## src/rtl/spi_ram_pkg.sv

```systemverilog
// Shared opcode definitions for the SPI command-decoded RAM.
// Opcode sits in the top OP_W bits of each received word.
package spi_ram_pkg;

  localparam int OP_W = 2;

  typedef enum logic [OP_W-1:0] {
    OP_WADDR = 2'b00,
    OP_WDATA = 2'b01,
    OP_RADDR = 2'b10,
    OP_RDATA = 2'b11
  } op_e;

endpackage

```

## src/rtl/spi_ram_burst_if.sv

```systemverilog
// Command/response bundle between the SPI slave FSM and the RAM.
// master = SPI slave side, slave = RAM side.
interface spi_ram_burst_if #(
  parameter int DATA_W = 8
);
  import spi_ram_pkg::*;

  logic                   rx_valid;
  logic [DATA_W+OP_W-1:0] din;
  logic [DATA_W-1:0]      dout;
  logic                   tx_valid;
  logic                   tx_ready;
  logic                   ovf;

  modport master (
    output rx_valid, din, tx_ready,
    input  dout, tx_valid, ovf
  );

  modport slave (
    input  rx_valid, din, tx_ready,
    output dout, tx_valid, ovf
  );

endinterface

```

## src/rtl/spi_ram_mem.sv

```systemverilog
// Simple dual-port RAM: one write port, one registered read port.
// Out-of-range writes are dropped and out-of-range reads return 0.
module spi_ram_mem #(
  parameter int DATA_W    = 8,
  parameter int ADDR_W    = 8,
  parameter int MEM_DEPTH = 1 << ADDR_W
) (
  input  logic              clk,
  input  logic              we_i,
  input  logic [ADDR_W-1:0] waddr_i,
  input  logic [DATA_W-1:0] wdata_i,
  input  logic              re_i,
  input  logic [ADDR_W-1:0] raddr_i,
  output logic [DATA_W-1:0] rdata_o
);

  localparam logic [ADDR_W:0] DEPTH_L = (ADDR_W+1)'(MEM_DEPTH);

  logic [DATA_W-1:0] mem_q [MEM_DEPTH];
  logic [DATA_W-1:0] rdata_q;
  logic              wr_ok;
  logic              rd_ok;

  assign wr_ok = {1'b0, waddr_i} < DEPTH_L;
  assign rd_ok = {1'b0, raddr_i} < DEPTH_L;

  always_ff @(posedge clk) begin
    if (we_i && wr_ok) begin
      mem_q[waddr_i] <= wdata_i;
    end
    if (re_i) begin
      rdata_q <= rd_ok ? mem_q[raddr_i] : '0;
    end
  end

  assign rdata_o = rdata_q;

endmodule

```

## src/rtl/spi_ram_burst.sv

```systemverilog
// Command-decoded SPI RAM with registered tx handshake and overrun flag.
// Define SPI_RAM_AUTOINC_EN for burst address post-increment.
module spi_ram_burst
  import spi_ram_pkg::*;
#(
  parameter int DATA_W    = 8,
  parameter int ADDR_W    = 8,
  parameter int MEM_DEPTH = 1 << ADDR_W
) (
  input  logic          clk,
  input  logic          rst,
  spi_ram_burst_if.slave bus
);

`ifdef SPI_RAM_AUTOINC_EN
  localparam bit AUTOINC = 1'b1;
`else
  localparam bit AUTOINC = 1'b0;
`endif

  localparam logic [ADDR_W-1:0] LAST = ADDR_W'(MEM_DEPTH - 1);

  function automatic logic [ADDR_W-1:0] inc_wrap(
    input logic [ADDR_W-1:0] a
  );
    if (a == LAST) return '0;
    return a + 1'b1;
  endfunction

  op_e               op;
  logic [ADDR_W-1:0] addr_wr_q, addr_wr_d;
  logic [ADDR_W-1:0] addr_rd_q, addr_rd_d;
  logic              rd_pend_q, rd_pend_d;
  logic [DATA_W-1:0] dout_q, dout_d;
  logic              tx_valid_q, tx_valid_d;
  logic              ovf_q, ovf_d;
  logic              mem_we;
  logic              mem_re;
  logic [DATA_W-1:0] rdata;

  assign op = op_e'(bus.din[DATA_W+OP_W-1:DATA_W]);

  spi_ram_mem #(
    .DATA_W    (DATA_W),
    .ADDR_W    (ADDR_W),
    .MEM_DEPTH (MEM_DEPTH)
  ) u_mem (
    .clk     (clk),
    .we_i    (mem_we),
    .waddr_i (addr_wr_q),
    .wdata_i (bus.din[DATA_W-1:0]),
    .re_i    (mem_re),
    .raddr_i (addr_rd_q),
    .rdata_o (rdata)
  );

  always_comb begin
    addr_wr_d  = addr_wr_q;
    addr_rd_d  = addr_rd_q;
    rd_pend_d  = 1'b0;
    dout_d     = dout_q;
    tx_valid_d = tx_valid_q;
    ovf_d      = ovf_q;
    mem_we     = 1'b0;
    mem_re     = 1'b0;

    if (bus.rx_valid) begin
      unique case (1'b1)
        (op == OP_WADDR): begin
          addr_wr_d = bus.din[ADDR_W-1:0];
        end
        (op == OP_WDATA): begin
          mem_we = 1'b1;
          if (AUTOINC) addr_wr_d = inc_wrap(addr_wr_q);
        end
        (op == OP_RADDR): begin
          addr_rd_d = bus.din[ADDR_W-1:0];
        end
        (op == OP_RDATA): begin
          mem_re    = 1'b1;
          rd_pend_d = 1'b1;
          if (AUTOINC) addr_rd_d = inc_wrap(addr_rd_q);
        end
        default: ;
      endcase
    end

    // A landing read wins over the ack; landing on unconsumed data is an overrun.
    if (rd_pend_q) begin
      dout_d     = rdata;
      tx_valid_d = 1'b1;
      if (tx_valid_q && !bus.tx_ready) ovf_d = 1'b1;
    end else if (tx_valid_q && bus.tx_ready) begin
      tx_valid_d = 1'b0;
    end
  end

  always_ff @(posedge clk) begin
    if (rst) begin
      addr_wr_q  <= '0;
      addr_rd_q  <= '0;
      rd_pend_q  <= 1'b0;
      dout_q     <= '0;
      tx_valid_q <= 1'b0;
      ovf_q      <= 1'b0;
    end else begin
      addr_wr_q  <= addr_wr_d;
      addr_rd_q  <= addr_rd_d;
      rd_pend_q  <= rd_pend_d;
      dout_q     <= dout_d;
      tx_valid_q <= tx_valid_d;
      ovf_q      <= ovf_d;
    end
  end

  assign bus.dout     = dout_q;
  assign bus.tx_valid = tx_valid_q;
  assign bus.ovf      = ovf_q;

endmodule

```

## src/flat_wrapper.sv

```systemverilog
// flat-port wrapper written by rule: the top's interface ports become plain ports
module spi_ram_burst_flat import spi_ram_pkg::*;
#(
  parameter int DATA_W    = 8,
  parameter int ADDR_W    = 8,
  parameter int MEM_DEPTH = 1 << ADDR_W
)
  (clk, rst, bus_rx_valid, bus_din, bus_tx_ready, bus_dout, bus_tx_valid, bus_ovf);
  spi_ram_burst_if #(.DATA_W(DATA_W)) bus_i ();
  input  logic clk;
  input  logic rst;
  input wire logic [$bits(bus_i.rx_valid)-1:0] bus_rx_valid;
  input wire logic [$bits(bus_i.din)-1:0] bus_din;
  input wire logic [$bits(bus_i.tx_ready)-1:0] bus_tx_ready;
  output wire logic [$bits(bus_i.dout)-1:0] bus_dout;
  output wire logic [$bits(bus_i.tx_valid)-1:0] bus_tx_valid;
  output wire logic [$bits(bus_i.ovf)-1:0] bus_ovf;
  assign bus_i.rx_valid = bus_rx_valid;
  assign bus_i.din = bus_din;
  assign bus_i.tx_ready = bus_tx_ready;
  assign bus_dout = bus_i.dout;
  assign bus_tx_valid = bus_i.tx_valid;
  assign bus_ovf = bus_i.ovf;
  spi_ram_burst #(.DATA_W(DATA_W), .ADDR_W(ADDR_W), .MEM_DEPTH(MEM_DEPTH)) u_core (.clk(clk), .rst(rst), .bus(bus_i));
endmodule
```

## config.mk

```make
export PLATFORM = sky130hd
export DESIGN_NAME = spi_ram_burst_flat
export DESIGN_NICKNAME = d
export VERILOG_FILES = /design/src/rtl/spi_ram_pkg.sv /design/src/rtl/spi_ram_burst_if.sv /design/src/rtl/spi_ram_mem.sv /design/src/rtl/spi_ram_burst.sv /design/src/flat_wrapper.sv
export SDC_FILE = /design/constraint.sdc
export NUM_CORES = 2
export LEC_CHECK = 0
export CAP_MARGIN = 20
export CORE_UTILIZATION = 55
export CTS_CLUSTER_SIZE = 28
export DETAILED_ROUTE_END_ITERATION = 16
export GPL_TIMING_DRIVEN = 0
export HOLD_SLACK_MARGIN = 0.1
export PLACE_DENSITY_LB_ADDON = 0.3
export SYNTH_ARGS = -nofsm -noshare
export SYNTH_HDL_FRONTEND = slang
export SYNTH_HIERARCHICAL = 1
export SYNTH_SLANG_ARGS = --single-unit
```

## constraint.sdc

```tcl
create_clock -name clk -period 2.25 [get_ports clk]
set_input_delay 0.5625 -clock clk [delete_from_list [all_inputs] [get_ports clk]]
set_output_delay 0.5625 -clock clk [all_outputs]
set_load 0.02 [all_outputs]
```

==> out/results.txt <==
Vias per cell: 7.07
RSZ-0062 raised after global routing: yes
Clk_lat worst skew: 830 ps
Largest net degree at the start of global routing: 164
Clock Tree Buf Depth: 3
Synthesized cell area: 80700 µm²
Clock tree sinks: 2083
Worst-Margin Slew: 948 ps
Detailed Route WL: 244000 µm
I/O Buffers: 23
Grt total ovfl: 0
Outcome: finished, violations left
CTS root buf: clkbuf_16
Final HPWL DP: 155000 µm
CP max stage delay: 530 ps
CTS tree: yes
Final period util: 1.44
Number of buffers and inverters on the critical path: 5
Worst Setup Start Kind: flop
Final #Nets: 4233
Post-Place Worst Slack: -2520 ps
Via count: 44500
CTS Hold Buffers Added: 0
Global Route Usage Sum: 0.330
Fin. max-slew vios: 0
WHS Path Cells: 1
Slowest cell on crit path: a221oi_4
Final GP Congestion: 1.03
Share of layout cells above drive strength 1: 0.374
Fmax: 310 MHz
Die Footprint: 148000 µm²
Cells after Synth: 3834
Drt first-iter violations: 7152
Normalized max-slew margin: 0.368
Die Ht: 385 µm
YS warnings: 6
Number of synthesized flops with an enable pin: 2056
Synthesized flop and latch total: 2083
Final setup fails: 538
Drt drc: 0
WL/cell: 38.7 µm
Syn_area_per_cell: 21.1 µm²
Die width: 385 µm
Io pins: 24
Reg power frac: 0.542
Syn nets: 3848
Maximum capacitance violations: 0
Area Overhead vs Synth: 19.9%
Worst EP required: 2800 ps
WP depth: 11
Reg2Reg Depth: 11
Critical Path End Type: flop
Critical Path, Cell by Cell: buf_12 -> buf_6 -> buf_12 -> buf_12 -> buf_16 -> mux4_2 -> a22o_1 -> a221oi_4 -> o32ai_4 -> nor3_4 -> nor4_4
Vias in the first global route: 42800
Peak supply drop: 0.000681 V
Antenna Nets Post-Route: 0
Hold Crit Class: primary input to flop
Violated checks: negative setup slack
Unique masters post-synth: 58
Sw power: 17000 µW
Pre-antenna DRT Iters: 6
Total Power: 78700 µW
Clock power share: 0.410
H-tree depth: 4
Arr. time, crit path: 3780 ps
Num CTS Buffers: 201
Internal: 61700 µW
Initial Util: 0.554
CP max FO: 6
Initial antenna violation count: 4
Final hold vios: 0
Most frequent cell after synthesis: edfxtp_1
Leading area contributor after synthesis: edfxtp_1
Worst Skew: 43.8 ps
WS Path Type: flop to flop
Top cells by area, synth: edfxtp_1, mux4_2, mux2i_1
Tmin final: 3230 ps
Switching part of the total: 0.216
Final Worst Setup Slack: -980 ps
Pwr Density: 813 nW/µm²
CP delay by family, top: compound AO/OA/AOI/OAI gates
Row count: 140
Most used cell, CP: buf_12
CTS clk-pin slew, worst paths: 60 ps
Leak pwr: 0.0288 µW
Gate power share: 0.048
Top cell type's share of synthesized area: 0.765
Core area: 146000 µm²
Global-route wire length before repair: 332000 µm
Synth async-reset ratio: 0
Top FF cell, synth: edfxtp_1
Most frequent cells after synthesis: edfxtp_1, mux4_2, nor2_1
Seq/Total Area, Yosys: 0.772
[through the flow]
step | hold slack [ps] | util | TNS, ps | std cells | cell area (µm²)
2_1_floorplan | 447 | - | -20520 | 3834 | 81400
3_3_place_gp | 447 | 0.577 | - | 5774 | 84000
3_5_place_dp | 452 | 0.582 | -3345920 | 5808 | 84700
4_1_cts | 229 | 0.659 | -6270 | 6270 | 95900
5_1_grt | 246 | 0.665 | -13060 | 6302 | 96700
6_report | 236 | 0.665 | -37410 | 6304 | 96700
[worst paths after layout]
path	start	endpoint	slack [ps]
max	u_core/addr_rd_q[0]	u_core/u_mem/rdata_o[3]	-980
min	bus_din[7]	u_core/u_mem/mem_q[63][7]	240
max reg2reg	u_core/addr_rd_q[0]	u_core/u_mem/rdata_o[3]	-980
min reg2reg	u_core/bus.ovf	u_core/bus.ovf	450
[cell families (layout without fill, tap and decap cells)]
group / Yosys count / count (layout) / share of synthesized area
mux: 615 / 615 / 0.147
simple gates: 506 / 506 / 0.0288
flops: 2083 / 2083 / 0.772
other cells: 0 / 2 / 0
buf+inv: 243 / 794 / 0.0187
compound gates: 387 / 387 / 0.0338
[per-layer routing]
metal | up-vias | global-route usage | part of all wire
met3 | 766 | 0.109 | 0.15
met5 | - | 0 | 0.00057
met1 | 23100 | 0.437 | 0.34
met4 | 6 | 0.171 | 0.066
met2 | 3781 | 0.492 | 0.45
li1 | 16900 | - | -
[area by class of cell]
type,instances,area [µm²]
inverter,4,16.3
clock inverter,118,918
buffer,229,2730
clock buffer,251,5330
fill,8797,48800
sequential,2083,62300
antenna,2,5.00
timing repair buffer,192,2750
multi-input combinational,1508,20300
tap,1917,2400
[worst register-to-register path: stages (launching register included)]
cell	delay [ps]
dfxtp_4	390
buf_12	150
buf_6	110
buf_12	110
buf_12	100
buf_16	130
mux4_2	520
a22o_1	260
a221oi_4	530
o32ai_4	220
nor3_4	340
nor4_4	100
[placed cells by master (no fill, tap or decap), drive strengths merged, types with 12 or more instances in the layout]
master / synthesis / routed
a22oi: 133 / 133
mux2i: 158 / 158
nor4: 27 / 27
o21ai: 12 / 12
dlygate4sd2: 0 / 13
dfxtp: 27 / 27
mux4: 456 / 456
clkinv: 1 / 97
o22ai: 28 / 28
buf: 127 / 309
nor3: 22 / 22
nand3: 34 / 34
edfxtp: 2056 / 2056
nand2: 34 / 34
o221ai: 47 / 47
clkbuf: 112 / 348
nand2b: 33 / 33
nor2b: 32 / 32
nor2: 291 / 291
a221oi: 14 / 14
a21oi: 98 / 98
a211oi: 16 / 16
[power groups by stage]
| stage | logic, µW | clock network, µW | registers, µW |
|---|---|---|---|
| 3_5_place_dp | 3110 | 0 | 43500 |
| 6_report | 3770 | 32200 | 42700 |
| 2_1_floorplan | 1410 | 0 | 43500 |
| 5_1_grt | 3800 | 33800 | 42700 |
| 4_1_cts | 3580 | 32400 | 42700 |
| 3_3_place_gp | 2960 | 0 | 43900 |
[state kept, by name, summed over array words and instances, names as in the netlist]
signal / flops
u_core/u_mem/mem_q: 2048
u_core/addr_rd_q: 8
u_core/addr_wr_q: 8
u_core/bus.dout: 8
u_core/u_mem/rdata_o: 8
u_core/bus.ovf: 1
u_core/bus.tx_valid: 1
u_core/rd_pend_q: 1
[what timing repair did]
| item | CTS | global route |
|---|---|---|
| cloned | 6 | 1 |
| setup endpoints to repair | 2066 | 1450 |
| gates resized for setup | 934 | 81 |
| pin swaps | 111 | 68 |
| setup buffers | 95 | 34 |
| hold endpoints to repair | 0 | 0 |
No activity file was read; power rests on OpenSTA's default activity.
